### src/rtl/piano_pkg.sv
// Shared constants and types for the piano key-frame debouncer.
//
// Contents:
//   NUM_KEYS         default width of the key bitmap
//   ANGLE_UP_KEY     bit index of the "angle up" key
//   ANGLE_DOWN_KEY   bit index of the "angle down" key
//   CNT_W            width of the per-key debounce counters
//   scan_state_e     scanner FSM state encoding
//   cnt_limit()      last counter value before a change is accepted
package piano_pkg;

   localparam int unsigned NUM_KEYS       = 17;
   localparam int unsigned ANGLE_UP_KEY   = 15;
   localparam int unsigned ANGLE_DOWN_KEY = 14;
   localparam int unsigned CNT_W          = 3;

   typedef enum logic [1:0] {
      StIdle   = 2'd0,
      StScan   = 2'd1,
      StCommit = 2'd2
   } scan_state_e;

   // A key whose counter already holds this value and still differs is accepted.
   function automatic logic [CNT_W-1:0] cnt_limit(input int unsigned frames);
      return CNT_W'(frames - 1);
   endfunction

endpackage

### src/rtl/frame_tick_gen.sv
// Rising-edge detector for the frame sync.
//
// Ports:
//   clk         pixel clock, rising edge
//   reset       asynchronous active-high reset
//   vsync       frame sync, already in the clk domain
//   frame_tick  combinational one-cycle pulse on a vsync rising edge
//
// The history flop resets high so a vsync that is already high when reset
// is released is treated as "old" and does not produce a tick.
module frame_tick_gen (
   input  logic clk,
   input  logic reset,
   input  logic vsync,
   output logic frame_tick
);

   logic vsync_q;

   always_ff @(posedge clk or posedge reset) begin
      if (reset) begin
         vsync_q <= 1'b1;
      end else begin
         vsync_q <= vsync;
      end
   end

   assign frame_tick = vsync & ~vsync_q;

endmodule

### src/rtl/key_frame_debouncer.sv
// Frame-based key debouncer.
//
// Once per frame (vsync rising edge) the synchronized key levels are
// snapshotted, then scanned one key per clock. A key whose snapshot differs
// from the accepted level must do so on DEBOUNCE_FRAMES consecutive frames
// before the new level is taken; any frame that matches the accepted level
// clears that key's counter. All accepted changes of a frame are committed
// together, with a single note_ready pulse if anything changed.
//
// Ports:
//   clk         pixel clock, rising edge
//   reset       asynchronous active-high reset
//   vsync       frame sync in the clk domain
//   raw_keys    per-key detector levels, asynchronous to clk
//   key_num     registered debounced key bitmap (bit 15 angle up, bit 14 angle down)
//   note_ready  registered one-cycle pulse when key_num changes
module key_frame_debouncer #(
   parameter int unsigned NUM_KEYS        = piano_pkg::NUM_KEYS,
   parameter int unsigned DEBOUNCE_FRAMES = 3
) (
   input  logic                clk,
   input  logic                reset,
   input  logic                vsync,
   input  logic [NUM_KEYS-1:0] raw_keys,
   output logic [NUM_KEYS-1:0] key_num,
   output logic                note_ready
);

   import piano_pkg::*;

   localparam int unsigned IDX_W = (NUM_KEYS > 1) ? $clog2(NUM_KEYS) : 1;
   localparam logic [IDX_W-1:0] LAST_IDX = IDX_W'(NUM_KEYS - 1);
   localparam logic [CNT_W-1:0] CNT_LIMIT = cnt_limit(DEBOUNCE_FRAMES);

   if (DEBOUNCE_FRAMES < 1 || DEBOUNCE_FRAMES > 7) begin : g_bad_frames
      $error("DEBOUNCE_FRAMES must be in 1..7");
   end

   // ---------------------------------------------------------------------
   // Input synchronizer and frame tick
   // ---------------------------------------------------------------------
   logic [NUM_KEYS-1:0] sync1_q;
   logic [NUM_KEYS-1:0] raw_s_q;
   logic                frame_tick;

   always_ff @(posedge clk or posedge reset) begin
      if (reset) begin
         sync1_q <= '0;
         raw_s_q <= '0;
      end else begin
         sync1_q <= raw_keys;
         raw_s_q <= sync1_q;
      end
   end

   frame_tick_gen u_frame_tick_gen (
      .clk        (clk),
      .reset      (reset),
      .vsync      (vsync),
      .frame_tick (frame_tick)
   );

   // ---------------------------------------------------------------------
   // Scanner state
   // ---------------------------------------------------------------------
   scan_state_e         state_q, state_d;
   logic [IDX_W-1:0]    idx_q, idx_d;
   logic [NUM_KEYS-1:0] snap_q, snap_d;
   logic [NUM_KEYS-1:0] next_q, next_d;
   logic [NUM_KEYS-1:0] key_num_q, key_num_d;
   logic                note_ready_q, note_ready_d;
   logic [CNT_W-1:0]    cnt_q [NUM_KEYS];
   logic [CNT_W-1:0]    cnt_d [NUM_KEYS];

   always_comb begin
      state_d      = state_q;
      idx_d        = idx_q;
      snap_d       = snap_q;
      next_d       = next_q;
      key_num_d    = key_num_q;
      note_ready_d = 1'b0;
      cnt_d        = cnt_q;

      unique case (state_q)
         StIdle: begin
            // Ticks are only honoured here, so a tick during a scan is dropped.
            if (frame_tick) begin
               snap_d  = raw_s_q;
               idx_d   = '0;
               next_d  = key_num_q;
               state_d = StScan;
            end
         end

         StScan: begin
            if (snap_q[idx_q] == key_num_q[idx_q]) begin
               cnt_d[idx_q] = '0;
            end else if (cnt_q[idx_q] == CNT_LIMIT) begin
               next_d[idx_q] = snap_q[idx_q];
               cnt_d[idx_q]  = '0;
            end else begin
               cnt_d[idx_q] = cnt_q[idx_q] + 1'b1;
            end

            if (idx_q == LAST_IDX) begin
               state_d = StCommit;
            end else begin
               idx_d = idx_q + 1'b1;
            end
         end

         StCommit: begin
            key_num_d    = next_q;
            note_ready_d = (next_q != key_num_q);
            state_d      = StIdle;
         end

         default: begin
            state_d = StIdle;
         end
      endcase
   end

   always_ff @(posedge clk or posedge reset) begin
      if (reset) begin
         state_q      <= StIdle;
         idx_q        <= '0;
         snap_q       <= '0;
         next_q       <= '0;
         key_num_q    <= '0;
         note_ready_q <= 1'b0;
         cnt_q        <= '{default: '0};
      end else begin
         state_q      <= state_d;
         idx_q        <= idx_d;
         snap_q       <= snap_d;
         next_q       <= next_d;
         key_num_q    <= key_num_d;
         note_ready_q <= note_ready_d;
         cnt_q        <= cnt_d;
      end
   end

   assign key_num    = key_num_q;
   assign note_ready = note_ready_q;

   // ---------------------------------------------------------------------
   // Design invariants
   // ---------------------------------------------------------------------
   a_note_one_cycle : assert property (
      @(posedge clk) disable iff (reset) note_ready_q |=> !note_ready_q);

   a_keys_only_on_commit : assert property (
      @(posedge clk) disable iff (reset)
      (state_q != StCommit) |=> (key_num_q == $past(key_num_q)));

   for (genvar k = 0; k < NUM_KEYS; k++) begin : g_cnt_chk
      a_cnt_bound : assert property (
         @(posedge clk) disable iff (reset) cnt_q[k] <= CNT_LIMIT);
   end

endmodule

### config.mk
export PLATFORM = sky130hd
export DESIGN_NAME = key_frame_debouncer
export DESIGN_NICKNAME = d
export VERILOG_FILES = /design/src/rtl/piano_pkg.sv /design/src/rtl/frame_tick_gen.sv /design/src/rtl/key_frame_debouncer.sv
export SDC_FILE = /design/constraint.sdc
export NUM_CORES = 1
export LEC_CHECK = 0
export ABC_AREA = 0
export BUFFER_PORTS_ARGS = -buffer_cell sky130_fd_sc_hd__buf_2
export CAP_MARGIN = 20
export CORE_MARGIN = 2
export CORE_UTILIZATION = 45
export DETAILED_ROUTE_END_ITERATION = 16
export RECOVER_POWER = 100
export SYNTH_ARGS = -nofsm -noshare
export SYNTH_HDL_FRONTEND = slang
export SYNTH_SLANG_ARGS = --single-unit
### constraint.sdc
create_clock -name clk -period 9.3 [get_ports clk]
set_input_delay 0.93 -clock clk [delete_from_list [all_inputs] [get_ports clk]]
set_output_delay 0.93 -clock clk [all_outputs]
set_load 0.02 [all_outputs]
==> qor.csv, run 1 <==
stage,metric,value,unit
floorplanning,rows,44,
cells_and_area,layout-drive-gt1-share,0.171,
worst_setup_path,critPathMaxStageDelay,1900,ps
timing,rsz0062_at_grt,no,
worst_setup_path,critPathKind,reg -> reg,
timing,slew_headroom,-1.13,
cells_and_area,syn_to_final_growth,12.3,%
clocking,cts_setup_buffers,0,
synthesis,synthesis.nets,612,
drt,drc,0,
timing,fin_crit_sh,0.644,
place,gp_congestion,0.838,
synthesis,async_reset_ff_frac,1.00,
synthesis,ys_types,50,
timing,fmax,0.167,GHz
worst_setup_path,cp_max_fo,34,
worst_setup_path,path_cells,"clkbuf_1, mux4_1, a22o_1, a211o_1, xnor2_1, o21a_1, o22ai_1",
power_and_ir_drop,p_per_area,349,nW/um2
power_and_ir_drop,irDropWorstVdd,0.153,mV
drt,drt_iter0_markers,399,
grt,grt.total_usage,0.199,
floorplanning,dieArea,15700,um2
cells_and_area,final_nets,634,
timing,final_max_slew_viol_count,131,
place,dp_hpwl,10000,um
clocking,hold_buffers,0,
synthesis,synth-edff-count,0,
floorplanning,die_w,125,um
timing,setup_violations,0,
cells_and_area,design_area,7430,um2
synthesis,syn_inst,586,
timing,worst_slew_pin_slew,3180,ps
clocking,cts.sinks,145,
worst_setup_path,startpoint_type,flip-flop,
synthesis,ys_seq_elements,145,
synthesis,synth_warnings,0,
synthesis,synth-seq-area-share,0.548,
drt,dr.pass1.iters,5,
outcome,violations,"max-capacitance violations, max-slew violations",
place,place_inst,773,
cells_and_area,antenna_cells,0,
clocking,post_cts_resize_count,0,
min_path,hold_path.class,reg -> reg,
synthesis,syn_area,6620,um2
cells_and_area,finalNonFillerCells,805,
grt,grt_overflow,0,
drt,vias_per_cell,5.72,
floorplanning,core,14400,um2
timing,tns,0,ps
timing,finalHoldViolations,0,
outcome,status,finished with violations,
place,io_buffers,37,
run,cap_violations,3,
clocking,numCtsBuffers,17,
timing,finalCriticalPeriod,5990,ps
drt,ant_nets,0,
timing,fin_skew,10.6,ps
worst_setup_path,required,9570,ps
clocking,h-tree-depth,4,
floorplanning,initial_core_util,0.459,
clocking,clkSlewWorstSetupHoldPaths,70,ps
synthesis,postSynthAreaPerCell,11.3,um2
worst_setup_path,crit_path_end_kind,flip-flop,
worst_setup_path,slowest_stage,xnor2_1,
grt,grt_pass1_wl,24600,um
grt,grt_pass1_vias,4679,
synthesis,synthFlopType,dfrtp_1,
floorplanning,die_y,125,um
drt,vias,4607,
clocking,clock_latency,430,ps
place,dpl_cell_area,6890,um2
worst_setup_path,cp.arrival,6260,ps
clocking,root_buffer,clkbuf_16,
drt,routedWlPerCell,18.3,um
floorplanning,io_pins,38,
drt,routed_wl,14700,um
grt,antenna_found_initial,0,
power_and_ir_drop,leakage,0.00336,uW
clocking,cts_tree,yes,
clocking,clockBufferDepth,2,
grt,grt_max_degree,76,
==> synthesized netlist by cell type, types with 2 or more instances <==
library cell / count / area, um2
buf_1: 6 / 22.5
mux4_2: 10 / 225
buf_2: 8 / 40.0
buf_6: 4 / 45.0
o31ai_1: 16 / 120
xor2_1: 15 / 131
inv_1: 8 / 30.0
nor3b_2: 2 / 25.0
o21ai_0: 30 / 150
nand2b_1: 3 / 18.8
nor3b_1: 3 / 22.5
clkbuf_1: 22 / 82.6
nor4_1: 2 / 12.5
and3_1: 4 / 25.0
nor2b_1: 14 / 87.6
mux4_1: 10 / 263
ha_1: 6 / 75.1
a22oi_1: 9 / 67.6
mux2i_1: 3 / 30.0
nand2_1: 114 / 428
xnor2_1: 4 / 35.0
a22o_1: 2 / 17.5
nand4_1: 4 / 25.0
or2_2: 2 / 12.5
dfrtp_1: 144 / 3600
mux2_2: 31 / 349
or3_1: 2 / 12.5
a21oi_1: 28 / 140
nand3_1: 17 / 85.1
o22ai_1: 16 / 100
nor2_1: 10 / 37.5
nor3_1: 19 / 95.1
==> sequential cells by signal, summed over array words and instances, names as in the netlist <==
register                  flops
next_q                       17
snap_q                       17
sync1_q                      17
idx_q                         5
u_frame_tick_gen.vsync_q      1
note_ready                    1
key_num                      17
raw_s_q                      17
cnt_q                        51
state_q                       2
==> layout make-up <==
class	instances	area [um2]
clock buffer	19	453
clock inverter	13	150
tap	184	230
timing repair buffer	46	218
multi-input combinational	390	2720
fill	1294	6990
sequential	145	3630
inverter	8	31.3
==> worst max-delay path, delay by kind of cell (launching register included) <==
kind	cells	cell delay, ps
buffers and inverters	1	1220
xor gates and xnor gates	1	1900
AOI/OAI and AO/OA	4	1520
muxes	1	700
DFF	1	490
==> cell usage in the layout, fill, tap and decap left out, types with 5 or more instances in the layout <==
cell       Yosys  routed
inv_6          0       6
mux4_2        10      10
a21oi_1       28      28
nor2b_1       14      14
nand3_1       17      17
nor3_1        19      19
o31ai_1       16      16
a22oi_1        9       9
buf_2          8      18
mux4_1        10      10
clkbuf_1      22      22
clkbuf_16      0      17
o22ai_1       16      16
xor2_1        15      15
ha_1           6       6
nand2_1      114     114
buf_4          1       6
dfrtp_1      144     144
nor2_1        10      10
inv_8          0       6
o21ai_0       30      31
inv_1          8       7
xnor2_1        4       5
mux2_2        31      31
==> stage by stage <==
step                      setup slack, ps  total power (uW)  utilization  hold WS (ps)
after CTS                            5330              2640        0.520           350
after global placement               5470              1910        0.478           331
after global routing                 2690              2770        0.515           356
after detailed placement             5370              1940        0.478           335
after floorplan                      4480              1710            -           331
final                                3310              2600        0.515           348
==> final timing paths <==
check	slack [ps]	depth (start not counted)	start	end
worst max register to register	3310	7	idx_q[0]	next_q[5]
max in group asynchronous	5900	3	reset	next_q[3]
worst min register to register	350	0	sync1_q[15]	raw_s_q[15]
worst min-delay path	350	0	sync1_q[15]	raw_s_q[15]
worst max-delay path	3310	7	idx_q[0]	next_q[5]
min in group asynchronous	1420	2	reset	cnt_q[34]
==> report_power, final <==
part / leakage [uW] / internal (uW) / switching, uW / total, uW
Combinational: 0.00118 / 347 / 592 / 939
Sequential: 0.00188 / 799 / 167 / 965
Clock: 0.000301 / 398 / 294 / 692
==> metal layers <==
layer,wire (um),share of wire,GRT usage
met1,6630,0.45,0.265
met2,7130,0.48,0.319
met5,0,0,0
met3,748,0.051,0.0441
met4,230,0.016,0.0778
==> cell families after synthesis <==
kind of cell,synth area share
flip-flops,0.548
AND/OR/NAND/NOR,0.141
XOR/XNOR,0.0293
buffers and inverters,0.0374
adder cells (fa/ha/maj),0.0113
AO/OA/AOI/OAI,0.102
multiplexers,0.131
(Power assumes the default switching activity.)
==> run 2: changes to the inputs <==
==> constraint.sdc (replaced) <==
create_clock -name clk -period 6 [get_ports clk]
set_input_delay 0.6 -clock clk [delete_from_list [all_inputs] [get_ports clk]]
set_output_delay 0.6 -clock clk [all_outputs]
set_load 0.02 [all_outputs]
==> qor.csv, run 2 (synthesized netlist as in run 1, its figures left out) <==
stage,metric,value,unit,change
floorplanning,initial_core_util,0.459,,unchanged
drt,vias_per_cell,5.58,,was 5.72
power_and_ir_drop,pwr-share-comb,0.358,,was 0.362
clocking,cts_setup_buffers,0,,unchanged
floorplanning,dieArea,15700,um2,unchanged
clocking,root_buffer,clkbuf_16,,unchanged
power_and_ir_drop,irDropWorstVdd,0.250,mV,was 0.153 mV
cells_and_area,mostFrequentLayoutCell,dfrtp_1,,unchanged
clocking,cts.sinks,145,,unchanged
cells_and_area,final_nets,633,,was 634
timing,finalHoldViolations,0,,unchanged
cells_and_area,finalNonFillerCells,804,,was 805
power_and_ir_drop,power.internal,2370,uW,was 1540 uW
floorplanning,die_w,125,um,unchanged
min_path,hold_path.class,in -> reg,,was reg -> reg
grt,use_met1,0.276,,was 0.265
timing,fin_skew,10.2,ps,was 10.6 ps
timing,whs,262,ps,was 348 ps
clocking,clock_latency,430,ps,about the same
floorplanning,io_pins,38,,unchanged
power_and_ir_drop,leakage,0.00334,uW,was 0.00336 uW
clocking,cts_tree,yes,,unchanged
floorplanning,core,14400,um2,unchanged
place,dp_hpwl,9860,um,was 10000 um
grt,grt_pass1_vias,4515,,"was 4,679"
min_path,min_from,vsync,,was sync1_q[15]
cells_and_area,regMostFlops,cnt_q,,unchanged
power_and_ir_drop,p_sw,1640,uW,was 1050 uW
cells_and_area,largest_register_ffs,51,,unchanged
timing,fin_crit_sh,0.736,,was 0.644
worst_setup_path,path_cells,"clkbuf_1, mux4_2, mux2_2, a22oi_1, o21ai_0, ha_1, inv_1, or3_1, o21a_1, o22ai_1",,"was clkbuf_1, mux4_1, a22o_1, a211o_1, xnor2_1, o21a_1, o22ai_1"
drt,ant_nets,0,,unchanged
worst_setup_path,startpoint_type,flip-flop,,unchanged
worst_setup_path,crit_buf_inv,2,,was 1
grt,grt.busiest_layer,met2,,unchanged
outcome,status,finished with violations,,unchanged
clocking,post_cts_resize_count,0,,unchanged
drt,routed_wl,14700,um,about the same
cells_and_area,layout_common_cells,"dfrtp_1 (144), nand2_1 (114), o21ai_0 (31), mux2_2 (30), a21oi_1 (28)",,"was dfrtp_1 (144), nand2_1 (114), mux2_2 (31), o21ai_0 (31), a21oi_1 (28)"
timing,final_max_slew_viol_count,129,,was 131
worst_setup_path,worstSetupStartpoint,idx_q[0],,unchanged
clocking,h-tree-depth,4,,unchanged
cells_and_area,multiInputGateArea,2740,um2,was 2720 um2
drt,dr.pass1.iters,4,,was 5
worst_setup_path,crit_path_end_kind,flip-flop,,unchanged
power_and_ir_drop,p_per_area,540,nW/um2,was 349 nW/um2
drt,routedWlPerCell,18.2,um,was 18.3 um
floorplanning,rows,44,,unchanged
run,cap_violations,2,,was 3
grt,grt.total_usage,0.203,,was 0.199
timing,rsz0062_at_grt,no,,unchanged
worst_setup_path,cp_max_fo,18,,was 34
clocking,clockBufferDepth,2,,unchanged
worst_setup_path,required,6280,ps,was 9570 ps
cells_and_area,design_area,7420,um2,was 7430 um2
worst_setup_path,critPathMaxStageDelay,950,ps,was 1900 ps
timing,slew_headroom,-1.57,,was -1.13
clocking,numCtsBuffers,17,,unchanged
clocking,clkSlewWorstSetupHoldPaths,70,ps,about the same
place,dpl_cell_area,6890,um2,about the same
drt,drc,0,,unchanged
power_and_ir_drop,switching_share,0.408,,was 0.405
worst_setup_path,critPathTopFamily,compound AO/OA/AOI/OAI gates,,was XOR/XNOR gates
cells_and_area,finish.utilization,0.514,,was 0.515
place,io_buffers,37,,unchanged
drt,drt_iter0_markers,295,,was 399
timing,setup_violations,0,,unchanged
grt,grt_pass1_wl,24800,um,"was 24,600 um"
cells_and_area,syn_to_final_growth,12.1,%,was 12.3%
worst_setup_path,cp.arrival,4690,ps,was 6260 ps
place,place_inst,772,,was 773
timing,tns,0,ps,unchanged
outcome,violations,"max-capacitance violations, max-slew violations",,unchanged
worst_setup_path,critPathKind,reg -> reg,,unchanged
grt,grt_overflow,0,,unchanged
cells_and_area,fillers,1289,,"was 1,294"
timing,finalCriticalPeriod,4420,ps,was 5990 ps
timing,fmax,0.226,GHz,was 0.167 GHz
floorplanning,die_y,125,um,unchanged
clocking,hold_buffers,0,,unchanged
power_and_ir_drop,pwr-share-seq,0.384,,was 0.372
grt,antenna_found_initial,0,,unchanged
worst_setup_path,r2r_start,idx_q[0],,unchanged
worst_setup_path,slowest_stage,dfrtp_1,,was xnor2_1
cells_and_area,layout-drive-gt1-share,0.171,,about the same
timing,worst_slew_pin_slew,3840,ps,was 3180 ps
grt,use_met2,0.309,,was 0.319
grt,grt_max_degree,92,,was 76
grt,grt_use_met3,0.0578,,was 0.0441
cells_and_area,seq_area,3630,um2,unchanged
power_and_ir_drop,p_clk_frac,0.258,,was 0.267
cells_and_area,antenna_cells,0,,unchanged
place,gp_congestion,0.870,,was 0.838
drt,vias,4484,,"was 4,607"
==> run 2: worst paths after layout <==
path,slack [ps],depth (start not counted),end
worst max-delay path,1580,10,next_q[0]
worst min-delay path,260,1,u_frame_tick_gen.vsync_q
worst max register to register,1580,10,next_q[0]
worst min register to register,350,0,raw_s_q[14]
max in group asynchronous,2020,3,key_num[11]
min in group asynchronous,1280,2,cnt_q[43]
==> run 2: worst register-to-register path, stage by stage (launching register included) <==
cell and delay, ps:
dfrtp_1 950, clkbuf_1 720, mux4_2 600, mux2_2 280, a22oi_1 140, o21ai_0 130
ha_1 210, inv_1 70, or3_1 450, o21a_1 550, o22ai_1 160
==> run 2: final cells by class <==
class                           instances  area share
Sequential cell                       145       0.489
Clock buffer                           20      0.0629
Tap cell                              184      0.0310
Clock inverter                         12      0.0152
Inverter                                8     0.00422
Timing Repair Buffer                   45      0.0280
Multi-Input combinational cell        390       0.369
==> run 2: power groups by stage <==
| stage | Sequential, uW | Clock [uW] | Combinational, uW |
|---|---|---|---|
| after global placement | 1540 | 0 | 1430 |
| final | 1540 | 1040 | 1430 |
| after CTS | 1540 | 1050 | 1470 |
| after global routing | 1580 | 1100 | 1600 |
| after floorplan | 1450 | 0 | 1200 |
| after detailed placement | 1550 | 0 | 1450 |
==> run 2: layer usage <==
layer | vias to the layer above | part of all wire
met5 | - | 0
met4 | 0 | 0.027
met3 | 32 | 0.052
li1 | 2120 | -
met1 | 2216 | 0.46
met2 | 116 | 0.47
==> run 2: metrics by stage <==
stage	total power, uW	worst slack [ps]
after global placement	2960	2070
final	4010	1580
after detailed placement	3010	1950
after CTS	4060	1890
after floorplan	2660	1510
after global routing	4280	1140
